### config.mk
export PLATFORM = sky130hd
export DESIGN_NAME = mem_wb_stage_flat
export DESIGN_NICKNAME = d
export VERILOG_FILES = /design/src/rtl/mem_wb_pkg.sv /design/src/rtl/mem_wb_stage_if.sv /design/src/rtl/mem_wb_stage_load_extend.sv /design/src/rtl/mem_wb_stage.sv /design/src/flat_wrapper.sv
export SDC_FILE = /design/constraint.sdc
export NUM_CORES = 1
export LEC_CHECK = 0
export BUFFER_PORTS_ARGS = -buffer_cell sky130_fd_sc_hd__buf_4
export CORE_ASPECT_RATIO = 1.2
export CORE_MARGIN = 10
export CORE_UTILIZATION = 48
export CTS_CLUSTER_DIAMETER = 80
export CTS_CLUSTER_SIZE = 16
export DETAILED_ROUTE_END_ITERATION = 16
export PLACE_DENSITY = 0.81
export SYNTH_ARGS = -nofsm -noshare
export SYNTH_HDL_FRONTEND = slang
export SYNTH_SLANG_ARGS = --single-unit
### constraint.sdc
create_clock -name clk -period 2.1 [get_ports clk]
set_input_delay 0.315 -clock clk [delete_from_list [all_inputs] [get_ports clk]]
set_output_delay 0.315 -clock clk [all_outputs]
set_load 0.02 [all_outputs]
### src/rtl/mem_wb_pkg.sv
// Shared encodings for the memory/writeback boundary: result select codes,
// load width funct3 codes and the load legality helper.
package mem_wb_pkg;

  typedef enum logic [1:0] {
    RES_ALU  = 2'b00,
    RES_LOAD = 2'b01,
    RES_PC4  = 2'b10,
    RES_RSVD = 2'b11
  } result_src_e;

  localparam logic [2:0] F3_LB  = 3'b000;
  localparam logic [2:0] F3_LH  = 3'b001;
  localparam logic [2:0] F3_LW  = 3'b010;
  localparam logic [2:0] F3_LBU = 3'b100;
  localparam logic [2:0] F3_LHU = 3'b101;

  // A load is illegal when its width is not naturally aligned to the byte
  // offset, or when funct3 does not name a supported load width.
  function automatic logic load_fault(input logic [2:0] funct3, input logic [1:0] offset);
    logic fault;
    case (funct3)
      F3_LB, F3_LBU: fault = 1'b0;
      F3_LH, F3_LHU: fault = offset[0];
      F3_LW:         fault = (offset != 2'b00);
      default:       fault = 1'b1;
    endcase
    return fault;
  endfunction

endpackage

### src/rtl/mem_wb_stage_if.sv
// Bundle of the M-stage inputs, the W-stage control and the W-stage outputs.
// master drives the M side and observes W; slave is the pipeline register.
interface mem_wb_stage_if;
  logic        StallW;
  logic        FlushW;
  logic        ValidM;
  logic        RegWriteM;
  logic [1:0]  ResultSrcM;
  logic [2:0]  funct3M;
  logic [4:0]  RdM;
  logic [31:0] ALUResultM;
  logic [31:0] ReadData;
  logic [31:0] PCPlus4M;
  logic        ValidW;
  logic        RegWriteW;
  logic [4:0]  RdW;
  logic [31:0] ResultW;
  logic        LoadFaultW;
  logic [31:0] RetireCount;

  modport master (
    output StallW, FlushW, ValidM, RegWriteM, ResultSrcM, funct3M, RdM,
           ALUResultM, ReadData, PCPlus4M,
    input  ValidW, RegWriteW, RdW, ResultW, LoadFaultW, RetireCount
  );

  modport slave (
    input  StallW, FlushW, ValidM, RegWriteM, ResultSrcM, funct3M, RdM,
           ALUResultM, ReadData, PCPlus4M,
    output ValidW, RegWriteW, RdW, ResultW, LoadFaultW, RetireCount
  );
endinterface

### src/rtl/mem_wb_stage_load_extend.sv
// Combinational load formatter: picks the byte/half addressed by the offset
// and sign- or zero-extends it according to funct3.
module load_extend
  import mem_wb_pkg::*;
(
  input  logic [31:0] word,
  input  logic [1:0]  offset,
  input  logic [2:0]  funct3,
  output logic [31:0] value
);

  logic [7:0]  byte_sel;
  logic [15:0] half_sel;

  // Lane selection by byte offset (half uses only offset bit 1).
  always_comb begin
    byte_sel = word[7:0];
    case (offset)
      2'd0: byte_sel = word[7:0];
      2'd1: byte_sel = word[15:8];
      2'd2: byte_sel = word[23:16];
      2'd3: byte_sel = word[31:24];
      default: byte_sel = word[7:0];
    endcase
    half_sel = offset[1] ? word[31:16] : word[15:0];
  end

  // Extension by load width; unsupported widths yield 0 (the stage faults them).
  always_comb begin
    value = 32'h0;
    case (funct3)
      F3_LB:   value = {{24{byte_sel[7]}}, byte_sel};
      F3_LBU:  value = {24'h0, byte_sel};
      F3_LH:   value = {{16{half_sel[15]}}, half_sel};
      F3_LHU:  value = {16'h0, half_sel};
      F3_LW:   value = word;
      default: value = 32'h0;
    endcase
  end

endmodule

### src/rtl/mem_wb_stage.sv
// MEM/WB pipeline register: selects the writeback value, flags illegal loads,
// holds on stall, bubbles on flush and counts retired instructions.
module mem_wb_stage
  import mem_wb_pkg::*;
(
  input  logic          clk,
  input  logic          rst,
  mem_wb_stage_if.slave bus
);

  logic [31:0] load_value;
  logic        fault_m;
  logic        reg_write_m;
  logic [31:0] result_m;

  logic        valid_reg;
  logic        reg_write_reg;
  logic [4:0]  rd_reg;
  logic [31:0] result_reg;
  logic        fault_reg;
  logic [31:0] retire_count_reg;

  load_extend u_load_extend (
    .word   (bus.ReadData),
    .offset (bus.ALUResultM[1:0]),
    .funct3 (bus.funct3M),
    .value  (load_value)
  );

  // Next W contents: fault detection, result select and write qualification.
  always_comb begin
    fault_m     = (bus.ResultSrcM == RES_LOAD) && load_fault(bus.funct3M, bus.ALUResultM[1:0]);
    reg_write_m = bus.RegWriteM && bus.ValidM && !fault_m && (bus.RdM != 5'd0);
    result_m    = 32'h0;
    case (bus.ResultSrcM)
      RES_ALU:  result_m = bus.ALUResultM;
      RES_LOAD: result_m = load_value;
      RES_PC4:  result_m = bus.PCPlus4M;
      default:  result_m = 32'h0;
    endcase
    if (fault_m) begin
      result_m = 32'h0;
    end
  end

  // W registers: flush beats stall; the retire counter ignores flushes.
  always_ff @(posedge clk or negedge rst) begin
    if (!rst) begin
      valid_reg        <= 1'b0;
      reg_write_reg    <= 1'b0;
      rd_reg           <= 5'd0;
      result_reg       <= 32'h0;
      fault_reg        <= 1'b0;
      retire_count_reg <= 32'h0;
    end else if (bus.FlushW) begin
      valid_reg     <= 1'b0;
      reg_write_reg <= 1'b0;
      rd_reg        <= 5'd0;
      result_reg    <= 32'h0;
      fault_reg     <= 1'b0;
    end else if (!bus.StallW) begin
      valid_reg     <= bus.ValidM;
      reg_write_reg <= reg_write_m;
      rd_reg        <= bus.RdM;
      result_reg    <= result_m;
      fault_reg     <= fault_m;
      if (bus.ValidM) begin
        retire_count_reg <= retire_count_reg + 32'd1;
      end
    end
  end

  assign bus.ValidW      = valid_reg;
  assign bus.RegWriteW   = reg_write_reg;
  assign bus.RdW         = rd_reg;
  assign bus.ResultW     = result_reg;
  assign bus.LoadFaultW  = fault_reg;
  assign bus.RetireCount = retire_count_reg;

endmodule

### src/flat_wrapper.sv
// flat-port wrapper written by rule: the top's interface ports become plain ports
module mem_wb_stage_flat import mem_wb_pkg::*;
  (clk, rst, bus_StallW, bus_FlushW, bus_ValidM, bus_RegWriteM, bus_ResultSrcM, bus_funct3M, bus_RdM, bus_ALUResultM, bus_ReadData, bus_PCPlus4M, bus_ValidW, bus_RegWriteW, bus_RdW, bus_ResultW, bus_LoadFaultW, bus_RetireCount);
  mem_wb_stage_if bus_i ();
  input  logic clk;
  input  logic rst;
  input wire logic [$bits(bus_i.StallW)-1:0] bus_StallW;
  input wire logic [$bits(bus_i.FlushW)-1:0] bus_FlushW;
  input wire logic [$bits(bus_i.ValidM)-1:0] bus_ValidM;
  input wire logic [$bits(bus_i.RegWriteM)-1:0] bus_RegWriteM;
  input wire logic [$bits(bus_i.ResultSrcM)-1:0] bus_ResultSrcM;
  input wire logic [$bits(bus_i.funct3M)-1:0] bus_funct3M;
  input wire logic [$bits(bus_i.RdM)-1:0] bus_RdM;
  input wire logic [$bits(bus_i.ALUResultM)-1:0] bus_ALUResultM;
  input wire logic [$bits(bus_i.ReadData)-1:0] bus_ReadData;
  input wire logic [$bits(bus_i.PCPlus4M)-1:0] bus_PCPlus4M;
  output wire logic [$bits(bus_i.ValidW)-1:0] bus_ValidW;
  output wire logic [$bits(bus_i.RegWriteW)-1:0] bus_RegWriteW;
  output wire logic [$bits(bus_i.RdW)-1:0] bus_RdW;
  output wire logic [$bits(bus_i.ResultW)-1:0] bus_ResultW;
  output wire logic [$bits(bus_i.LoadFaultW)-1:0] bus_LoadFaultW;
  output wire logic [$bits(bus_i.RetireCount)-1:0] bus_RetireCount;
  assign bus_i.StallW = bus_StallW;
  assign bus_i.FlushW = bus_FlushW;
  assign bus_i.ValidM = bus_ValidM;
  assign bus_i.RegWriteM = bus_RegWriteM;
  assign bus_i.ResultSrcM = bus_ResultSrcM;
  assign bus_i.funct3M = bus_funct3M;
  assign bus_i.RdM = bus_RdM;
  assign bus_i.ALUResultM = bus_ALUResultM;
  assign bus_i.ReadData = bus_ReadData;
  assign bus_i.PCPlus4M = bus_PCPlus4M;
  assign bus_ValidW = bus_i.ValidW;
  assign bus_RegWriteW = bus_i.RegWriteW;
  assign bus_RdW = bus_i.RdW;
  assign bus_ResultW = bus_i.ResultW;
  assign bus_LoadFaultW = bus_i.LoadFaultW;
  assign bus_RetireCount = bus_i.RetireCount;
  mem_wb_stage u_core (.clk(clk), .rst(rst), .bus(bus_i));
endmodule
==> After elaboration in Yosys (flattened, before gate mapping) <==
Index checks and enable logic that the tools add are counted.
{ "classes": {"add_sub_neg": 1, "n_eq_ne": 10, "mux": 16, "bitwise_logic": 2, "reduce_logical": 13} }
{ "ops": {"columns": ["op", "count"], "rows": [
  ["case mux 32 bit (5 select lines)", 1],
  ["2-to-1 mux 32 bit", 3],
  ["case mux 32 bit (3 select lines)", 1],
  ["adder 32 x 1 -> 32 bit, second input constant", 1],
  ["case mux 8 bit (4 select lines)", 1],
  ["2-to-1 mux 16 bit", 1],
  ["2-to-1 mux 5 bit", 2],
  ["== test 2 bit, second input constant", 3],
  ["== test 3 bit, second input constant", 2],
  ["2-to-1 mux 1 bit", 6],
  ["nonzero test 5 bit", 1],
  ["== test 2 x 1 -> 1 bit, second input constant", 2],
  ["logical AND 1 bit", 4],
  ["logical NOT 2 bit", 2],
  ["OR reduction 2 bit", 2],
  ["== test 3 x 1 -> 1 bit, second input constant", 1],
  ["== test 3 x 2 -> 1 bit, second input constant", 1],
  ["logical NOT 3 bit", 1],
  ["case mux 1 bit (3 select lines)", 1],
  ["AND reduction 3 bit", 1],
  ["!= test 2 x 1 -> 1 bit, second input constant", 1],
  ["inverter 1 bit", 2],
  ["nonzero test 2 bit", 1],
  ["logical NOT 1 bit", 1]
]} }
{ "word_totals": {"reg_bits": 72, "input_bits": 112, "output_inout_bits": 72, "elab_cells": 48} }

==> Logic depth before layout (Yosys ltp) <==
Gate-level depths: netlist (run 1).
{ "depth": {"ltp_word": 9, "mapped_depth": 7, "depth_no_buf": 5} }

==> Hierarchy <==
Synthesis (run 1) repeated with hierarchy kept, for this count alone.
{ "unflattened": {"hier_cells": 475, "area_unflattened_um2": 4778.3} }
{ "modules_own_cells": {"columns": ["mod", "instances", "cells_per_inst", "area_each_um2"], "rows": [
  ["mem_wb_stage", 1, 347, 3712.3],
  ["load_extend", 1, 128, 1066.0]
]} }

==> Least setup slack after synthesis (run 1) <==
OpenSTA, ideal clock, no wires.
{ "synth_path": {"path_type": "input port to flip-flop", "startpoint": "in bus_funct3M[0]", "endpoint": "reg u_core.result_reg[0], in the netlist u_core.bus.ResultW[0]", "setup_time_ns": 0.148, "t_arrival_ns": 1.598, "required_time_ns": 1.952, "setup_slack_ns": 0.354, "stages": 6, "path_cell_list": "buf_2 > nand2b_1 > buf_2 > mux4_2 > a22oi_1 > o221ai_1"} }
{ "synth_between": {"elab_chain_len": 7, "elab_cells_between_ends": 14, "classes_between": "eq/ne: 4; mux: 6; reduce/logical: 4"} }
{ "synth_rtl": {"columns": ["element", "line", "rtl"], "rows": [
  ["start: declaration", "flat_wrapper.sv:12", "input wire logic [$bits(bus_i.funct3M)-1:0] bus_funct3M;"],
  ["branches (longest 4 deep; another with case mux 32 bit (5 select lines))", null, null],
  ["2-to-1 mux 32 bit (*)", "mem_wb_stage.sv:41", "if (fault_m) begin"],
  ["2-to-1 mux 32 bit (*)", "mem_wb_stage.sv:61", "end else if (!bus.StallW) begin"],
  ["2-to-1 mux 32 bit (*)", "mem_wb_stage.sv:55", "end else if (bus.FlushW) begin"],
  ["end signal: assignment", "mem_wb_stage.sv:65", "result_reg <= result_m;"],
  ["end: declaration", "mem_wb_stage.sv:19", "logic [31:0] result_reg;"]
]} }
Mark *: on every way between the ends. The select of a mux whose other input is x is not followed.
A chain may end at the register's enable or synchronous reset.

==> Worst setup path in the final report (run 1) <==
{ "layout_path": {"startpoint": "reg u_core.retire_count_reg[2], in the netlist u_core.bus.RetireCount[2]", "endpoint": "reg u_core.retire_count_reg[19], in the netlist u_core.bus.RetireCount[19]"} }
{ "layout_between": {"elab_chain_len": 1} }
{ "layout_rtl": {"columns": ["element", "line", "rtl"], "rows": [
  ["start: declaration", "mem_wb_stage.sv:21", "logic [31:0] retire_count_reg;"],
  ["start signal: assignment", "mem_wb_stage.sv:68", "retire_count_reg <= retire_count_reg + 32'd1;"],
  ["adder 32 x 1 -> 32 bit", "mem_wb_stage.sv:68", null]
]} }
Every way passes these cells.

==> flow_metrics.py, run 1 <==
metrics = {
    "run_status": {
        "outcome": "finished clean",
    },
    "pwr": {
        "clkPwrFrac_pct": 31.7,
        "ir_drop_v": 0.000389,
        "p_leak_nw": 2.84,
        "switchingPower_mw": 1.02,
        "cell_internal_pwr_mw": 2.48,
        "combinationalPowerShare_pct": 23.9,
        "powerDensity_nw_per_um2": 590,
        "p_seq_share_pct": 44.4,
        "power_mw": 3.50,
        "swShare_pct": 29.2,
    },
    "yosys": {
        "synth_area_sq_um": 4230,
        "synth_edf_count": 0,
        "synth_warnings": 0,
        "async_reset_ff_share_pct": 100,
        "ys_types": 47,
        "synth_cells": 388,
        "synthesis.nets": 501,
        "ys_seq_elements": 72,
        "synth_flop_cell": "dfrtp_1",
        "synth.avg_cell_area_sq_um": 10.9,
        "seq_area_frac_synth_pct": 42.6,
    },
    "global_routing": {
        "track_usage_pct": 21.6,
        "overflow": 0,
        "grt_max_degree": 33,
        "grt_pass1_wl_microns": 22600,
        "grt_pass1_vias": 4315,
        "grt_antenna_before_repair": 0,
    },
    "worst_setup_path": {
        "r2r-start": "u_core.bus.RetireCount[2]",
        "crit_type": "register to register",
        "worstSetupEndpointType": "register",
        "r2r_setup_slack_ns": 0.51,
        "worst_ep_required_time_ns": 2.33,
        "ff2ff_path_depth": 5,
        "crit_arrival_ns": 1.82,
        "crit_path_start_kind": "register",
        "timing.rr.end": "u_core.bus.RetireCount[19]",
        "cpPeakStageDelay_ns": 0.49,
        "path_cells": "nand4bb_4, nor4_4, buf_4, nand4_1, xnor2_1",
        "crit_fanout": 16,
        "cpMaxStageDelayCell": "dfrtp_1",
    },
    "routing": {
        "wirelength_microns": 14300,
        "num_vias": 4036,
        "wl_per_cell_microns": 20.6,
        "drtIter0Drc": 231,
        "drtPass1Iterations": 5,
        "viasPerCell": 5.82,
        "drc": 0,
        "ant_nets": 0,
    },
    "timing": {
        "hold_ws_ns": 0.222,
        "fin_crit_ns": 1.59,
        "clock_skew_ns": 0.00633,
        "maxSlewViolCount": 0,
        "finalSetupViolCount": 0,
        "tns_ns": 0,
        "hold_viol_final": 0,
        "fmax_mhz": 628,
        "relSlewSlack_pct": 47.2,
        "worst_slew_pin_slew_ns": 0.790,
        "rsz0062_at_grt": "false",
        "post-route-period-util_pct": 75.8,
    },
    "die": {
        "die_h_microns": 123,
        "rows": 37,
        "die_area_sq_um": 13000,
        "start_util_pct": 49.1,
        "die_w_microns": 106,
        "ios": 184,
        "core_sq_um": 8610,
    },
    "job": {
        "max_cap_violations": 0,
    },
    "final_layout": {
        "diodes": 0,
        "drive_gt1_share_pct": 42.0,
        "syn_to_final_growth_pct": 40.4,
        "final_cell_mix": "buf_4, dfrtp_1, mux2i_1",
        "mostFrequentLayoutCell": "buf_4",
        "nets": 684,
    },
    "clock_network": {
        "path_clk_slew_ns": 0.07,
        "root_buffer": "clkbuf_8",
        "cts.sinks": 72,
        "clock_latency_ns": 0.34,
        "cts_made_buffers": 9,
        "cts_tree": "done",
        "htree_levels": 3,
        "clockBufferDepth": 2,
    },
    "place": {
        "hpwl_microns": 11400,
        "io_buffers": 183,
        "place.gp.congestion": 0.886,
    },
    "hold_path": {
        "hold_path.startpoint": "bus_RdM[2]",
        "hold_end": "u_core.bus.RdW[2]",
        "hold_class": "input pin to register",
        "holdPathStages": 3,
    },
}
-- state kept, by name, summed over array words and instances, names as in the netlist --
register	flops
u_core.bus.ResultW	32
u_core.bus.RetireCount	32
u_core.bus.ValidW	1
u_core.bus.RdW	5
u_core.bus.RegWriteW	1
u_core.bus.LoadFaultW	1
-- through the flow --
stage	utilization [%]	setup slack [ns]	area [sq um]	std cells
5_1_grt	69.0	0.376	5940	693
4_1_cts	69.0	0.526	5940	693
3_3_place_gp	66.6	0.297	5730	676
6_report	69.0	0.508	5940	693
3_5_place_dp	66.6	0.220	5730	676
2_1_floorplan	-	0.354	4230	388
-- routing by layer --
layer	vias up	part of all wire, %	GRT usage (%)	wire, microns
met4	0	3.3	9.15	475
met5	-	0	0	0
met3	35	10	7.97	1460
met1	1934	37	23.4	5270
met2	225	50	37.4	7080
li1	1842	-	-	-
-- area by class of cell --
cell class | count | area (sq um)
clock buffers | 13 | 159
clock inverters | 3 | 40.0
fillers | 679 | 2670
inverters | 21 | 78.8
multi-input cells | 267 | 2210
flip-flops and latches | 72 | 1800
well taps | 117 | 146
repair buffers | 200 | 1500
-- cells by family (layout without fill, tap and decap cells) --
family / count (synthesis) / after routing / synth area share, %
and+or+nand+nor: 111 / 111 / 14.8
AOI/OAI and AO/OA: 73 / 73 / 15.9
DFF: 72 / 72 / 42.6
muxes: 51 / 51 / 14.8
buffers and inverters: 49 / 237 / 5.20
xor gates and xnor gates: 31 / 31 / 6.42
adders and majority gates: 1 / 1 / 0.296
-- Yosys cell counts, types with 2 or more instances --
| cell | n | share of area (%) |
|---|---|---|
| nor2_1 | 25 | 2.2 |
| xnor2_1 | 29 | 6.0 |
| a221oi_2 | 10 | 3.5 |
| nand2_1 | 27 | 2.4 |
| nand2b_1 | 2 | 0.30 |
| or4_1 | 2 | 0.35 |
| nor3_1 | 6 | 0.71 |
| nor2b_1 | 2 | 0.30 |
| buf_2 | 13 | 1.5 |
| nand4b_1 | 2 | 0.41 |
| mux2i_1 | 39 | 9.2 |
| mux2_4 | 2 | 0.71 |
| inv_1 | 20 | 1.8 |
| nand3_1 | 7 | 0.83 |
| buf_1 | 2 | 0.18 |
| a22oi_1 | 8 | 1.4 |
| xor2_1 | 2 | 0.41 |
| and4_1 | 2 | 0.41 |
| and2_1 | 2 | 0.30 |
| clkbuf_1 | 9 | 0.80 |
| o21ai_0 | 2 | 0.24 |
| o221ai_1 | 16 | 3.3 |
| dfrtp_1 | 72 | 43 |
| nand4_1 | 18 | 2.7 |
| mux2_2 | 2 | 0.53 |
| o211ai_1 | 2 | 0.35 |
| a221oi_1 | 30 | 6.2 |
| a21o_1 | 2 | 0.35 |
| mux4_2 | 7 | 3.7 |
| and3_1 | 8 | 1.2 |
| buf_6 | 2 | 0.53 |
-- how the worst max path moves through the flow --
stage | startpoint | to
3_3_place_gp | bus_ALUResultM[1] | u_core.bus.ResultW[15]
5_1_grt | u_core.bus.RetireCount[5] | u_core.bus.RetireCount[19]
6_report | u_core.bus.RetireCount[2] | u_core.bus.RetireCount[19]
2_1_floorplan | bus_funct3M[0] | u_core.bus.ResultW[0]
3_5_place_dp | bus_ALUResultM[1] | u_core.bus.ResultW[9]
4_1_cts | u_core.bus.RetireCount[2] | u_core.bus.RetireCount[19]
-- worst max-delay path: cells and delay by family, from the launching register on --
kind / cells / cell delay [ns]
and+or+nand+nor: 3 / 0.58
DFF: 1 / 0.49
buffers and inverters: 1 / 0.24
xor gates and xnor gates: 1 / 0.15
-- repair_timing --
item	CTS	global route
setup buffers	0	0
endpoints found under the hold margin	30	0
hold buffers	1	0
gates resized for setup	0	0
-- power by group through the flow --
stage / Clock (mW) / Sequential [mW] / Combinational (mW)
floorplan: 0 / 1.66 / 0.321
global placement: 0 / 1.58 / 0.817
detailed placement: 0 / 1.58 / 0.842
CTS: 1.13 / 1.55 / 0.846
global route: 1.19 / 1.57 / 0.903
finish: 1.11 / 1.56 / 0.837
Note: power is estimated with default switching activity, not from simulation.
==> run 2, diff against run 1 <==
--- a/config.mk
+++ b/config.mk
@@ -5,14 +5,15 @@
 export SDC_FILE = /design/constraint.sdc
 export NUM_CORES = 1
 export LEC_CHECK = 0
+export ABC_AREA = 1
 export BUFFER_PORTS_ARGS = -buffer_cell sky130_fd_sc_hd__buf_4
 export CORE_ASPECT_RATIO = 1.2
 export CORE_MARGIN = 10
-export CORE_UTILIZATION = 48
+export CORE_UTILIZATION = 46
 export CTS_CLUSTER_DIAMETER = 80
 export CTS_CLUSTER_SIZE = 16
 export DETAILED_ROUTE_END_ITERATION = 16
-export PLACE_DENSITY = 0.81
+export PLACE_DENSITY = 0.77
 export SYNTH_ARGS = -nofsm -noshare
 export SYNTH_HDL_FRONTEND = slang
 export SYNTH_SLANG_ARGS = --single-unit
==> constraint.sdc (replaced) <==
create_clock -name clk -period 1.4 [get_ports clk]
set_input_delay 0.21 -clock clk [delete_from_list [all_inputs] [get_ports clk]]
set_output_delay 0.21 -clock clk [all_outputs]
set_load 0.02 [all_outputs]
==> run 2 against run 1 <==
The run now ends with setup timing left; clock power up 120%; first-iteration DRC count up 48%; die area up 24%; worst hold slack worse by 0.11 ns; combinational power up 100%; area after synthesis up 25%; register-to-register slack worse by 0.56 ns; power up 86%; flip-flop and latch count unchanged; critical path type unchanged.
==> flow_metrics.py, run 2 <==
metrics = {
    "run_status": {
        "outcome": "finished, violations left",
        "violations": "setup timing",
    },
    "yosys": {
        "yosys.area.top_type_share_pct": 34.2,
        "synth_area_sq_um": 5280,
        "synth_commonest_cells": "nand2_1, nand3_1, inv_1, dfrtp_1, nor2_1",
        "synth_cells": 878,
        "synth_warnings": 0,
        "post-synth-top-count-cell": "nand2_1",
        "seq_area_frac_synth_pct": 34.2,
        "ys_seq_elements": 72,
        "synthesis.nets": 991,
        "ys_types": 31,
        "async_reset_ff_share_pct": 100,
        "synthTopCellsByArea": "dfrtp_1, nand2_1, nand3_1",
        "synth.avg_cell_area_sq_um": 6.01,
        "synth_edf_count": 0,
        "synth_flop_cell": "dfrtp_1",
        "synth_area_leader_cell": "dfrtp_1",
    },
    "final_layout": {
        "diodes": 0,
        "syn_to_final_growth_pct": 47.7,
        "final_cell_mix": "nand2_1, buf_4, nand3_1",
        "nets": 1222,
        "instances_no_fill": 1268,
        "mostFrequentLayoutCell": "nand2_1",
        "drive_gt1_share_pct": 32.1,
    },
    "place": {
        "hpwl_microns": 14200,
        "io_buffers": 183,
        "place.gp.congestion": 0.956,
        "dpl.cell_count": 1249,
    },
    "global_routing": {
        "grt_antenna_before_repair": 0,
        "track_usage_pct": 21.9,
        "grt_pass1_wl_microns": 29100,
        "grt_pass1_vias": 6123,
        "grt_max_degree": 73,
        "overflow": 0,
    },
    "timing": {
        "finalSetupViolCount": 6,
        "fin_crit_ns": 1.45,
        "fin_ws_ns": -0.0482,
        "rsz0062_at_grt": "true",
        "relSlewSlack_pct": 74.5,
        "maxSlewViolCount": 0,
        "fmax_mhz": 691,
        "hold_viol_final": 0,
        "clock_skew_ns": 0.00614,
        "post-route-period-util_pct": 103,
        "hold_ws_ns": 0.114,
        "worst_slew_pin_slew_ns": 0.383,
    },
    "clock_network": {
        "htree_levels": 3,
        "path_clk_slew_ns": 0.06,
        "cts_made_buffers": 9,
        "cts_tree": "done",
        "clockBufferDepth": 2,
        "clock_latency_ns": 0.34,
        "root_buffer": "clkbuf_16",
        "cts.sinks": 72,
    },
    "worst_setup_path": {
        "worstSetupEndpointType": "register",
        "crit_arrival_ns": 1.68,
        "crit_path_start_kind": "register",
        "crit_fanout": 4,
        "worst_ep_required_time_ns": 1.63,
        "crit_type": "register to register",
    },
    "hold_path": {
        "hold_class": "input pin to register",
    },
    "routing": {
        "wirelength_microns": 18300,
        "drtIter0Drc": 343,
        "drtPass1Iterations": 5,
        "num_vias": 6206,
        "ant_nets": 0,
        "viasPerCell": 4.89,
        "wl_per_cell_microns": 14.4,
        "drc": 0,
    },
    "pwr": {
        "clkPwrFrac_pct": 38.3,
        "power_mw": 6.51,
        "powerDensity_nw_per_um2": 836,
        "ir_drop_v": 0.000551,
        "p_leak_nw": 4.48,
        "switchingPower_mw": 1.95,
        "cell_internal_pwr_mw": 4.56,
        "p_seq_share_pct": 35.6,
        "swShare_pct": 30.0,
        "combinationalPowerShare_pct": 26.1,
    },
    "die": {
        "rows": 42,
        "core_sq_um": 11100,
        "start_util_pct": 47.3,
        "die_w_microns": 118,
        "ios": 184,
        "die_area_sq_um": 16200,
        "die_h_microns": 137,
    },
    "job": {
        "max_cap_violations": 0,
    },
}
## run 2: cell families after synthesis
family	synth area share [%]
buffers and inverters	10.5
adders and majority gates	0.237
xor gates and xnor gates	2.66
DFF	34.2
and+or+nand+nor	50.1
AOI/OAI and AO/OA	2.37
## run 2: path summary, 6_finish.rpt
| kind | slack (ns) | startpoint | end | depth (start not counted) |
|---|---|---|---|---|
| setup / recovery | -0.05 | u_core.bus.RetireCount[1] | u_core.bus.RetireCount[24] | 8 |
| hold / removal | 0.11 | bus_RdM[3] | u_core.bus.RdW[3] | 2 |
| setup reg to reg | -0.05 | u_core.bus.RetireCount[1] | u_core.bus.RetireCount[24] | 8 |
| hold reg to reg | 0.48 | u_core.bus.ResultW[31] | u_core.bus.ResultW[31] | 2 |
| max in group asynchronous | 0.64 | rst | u_core.bus.RetireCount[21] | 3 |
| min in group asynchronous | 0.43 | rst | u_core.bus.RdW[2] | 3 |
## run 2: layer usage
layer / GRT usage, % / wire length [microns] / vias to the layer above
met4: 8.39 / 490 / 0
met5: 0 / 0 / -
met3: 6.80 / 1430 / 31
met1: 24.5 / 7380 / 2811
met2: 38.3 / 9020 / 226
li1: - / - / 3138
## run 2: power by group through the flow
| stage | logic (mW) | registers (mW) | clock network [mW] |
|---|---|---|---|
| 2_1_floorplan | 0.613 | 2.51 | 0 |
| 5_1_grt | 1.88 | 2.33 | 2.62 |
| 4_1_cts | 1.70 | 2.32 | 2.52 |
| 3_3_place_gp | 1.68 | 2.34 | 0 |
| 3_5_place_dp | 1.69 | 2.34 | 0 |
| 6_report | 1.70 | 2.32 | 2.49 |
## run 2: final cells by class
| cell class | instances | area [sq um] |
|---|---|---|
| well taps | 154 | 193 |
| clock inverters | 6 | 93.8 |
| fillers | 1033 | 3350 |
| flip-flops and latches | 72 | 1810 |
| clock buffers | 10 | 229 |
| inverters | 105 | 394 |
| multi-input cells | 666 | 3050 |
| repair buffers | 255 | 2020 |
## run 2: stage by stage
step | TNS [ns] | instance area, sq um | util [%] | setup WS, ns
2_1_floorplan | -0.0461 | 5300 | - | -0.0239
6_report | -0.188 | 7790 | 69.9 | -0.0482
5_1_grt | -1.72 | 7790 | 69.9 | -0.188
3_5_place_dp | -0.0191 | 7320 | 65.7 | -0.0191
4_1_cts | -0.0395 | 7670 | 68.8 | -0.0203
3_3_place_gp | 0 | 7320 | 65.7 | 0.0307
## run 2: critical path, cell delays in order (launching register included)
cell     delay [ns]
dfrtp_2        0.39
ha_2           0.21
nand2_1        0.10
nor2_2         0.14
nand4_1        0.18
inv_2          0.14
nand3_2        0.06
nand2_1        0.08
inv_1          0.04
## run 2: what timing repair did
item | 4_1_cts | 5_1_grt
pin swaps | 4 | 4
hold buffers | 1 | 0
endpoints found under the hold margin | 72 | 0
setup endpoints to repair | 5 | 20
buffers inserted | 1 | 1
gates resized for setup | 2 | 38
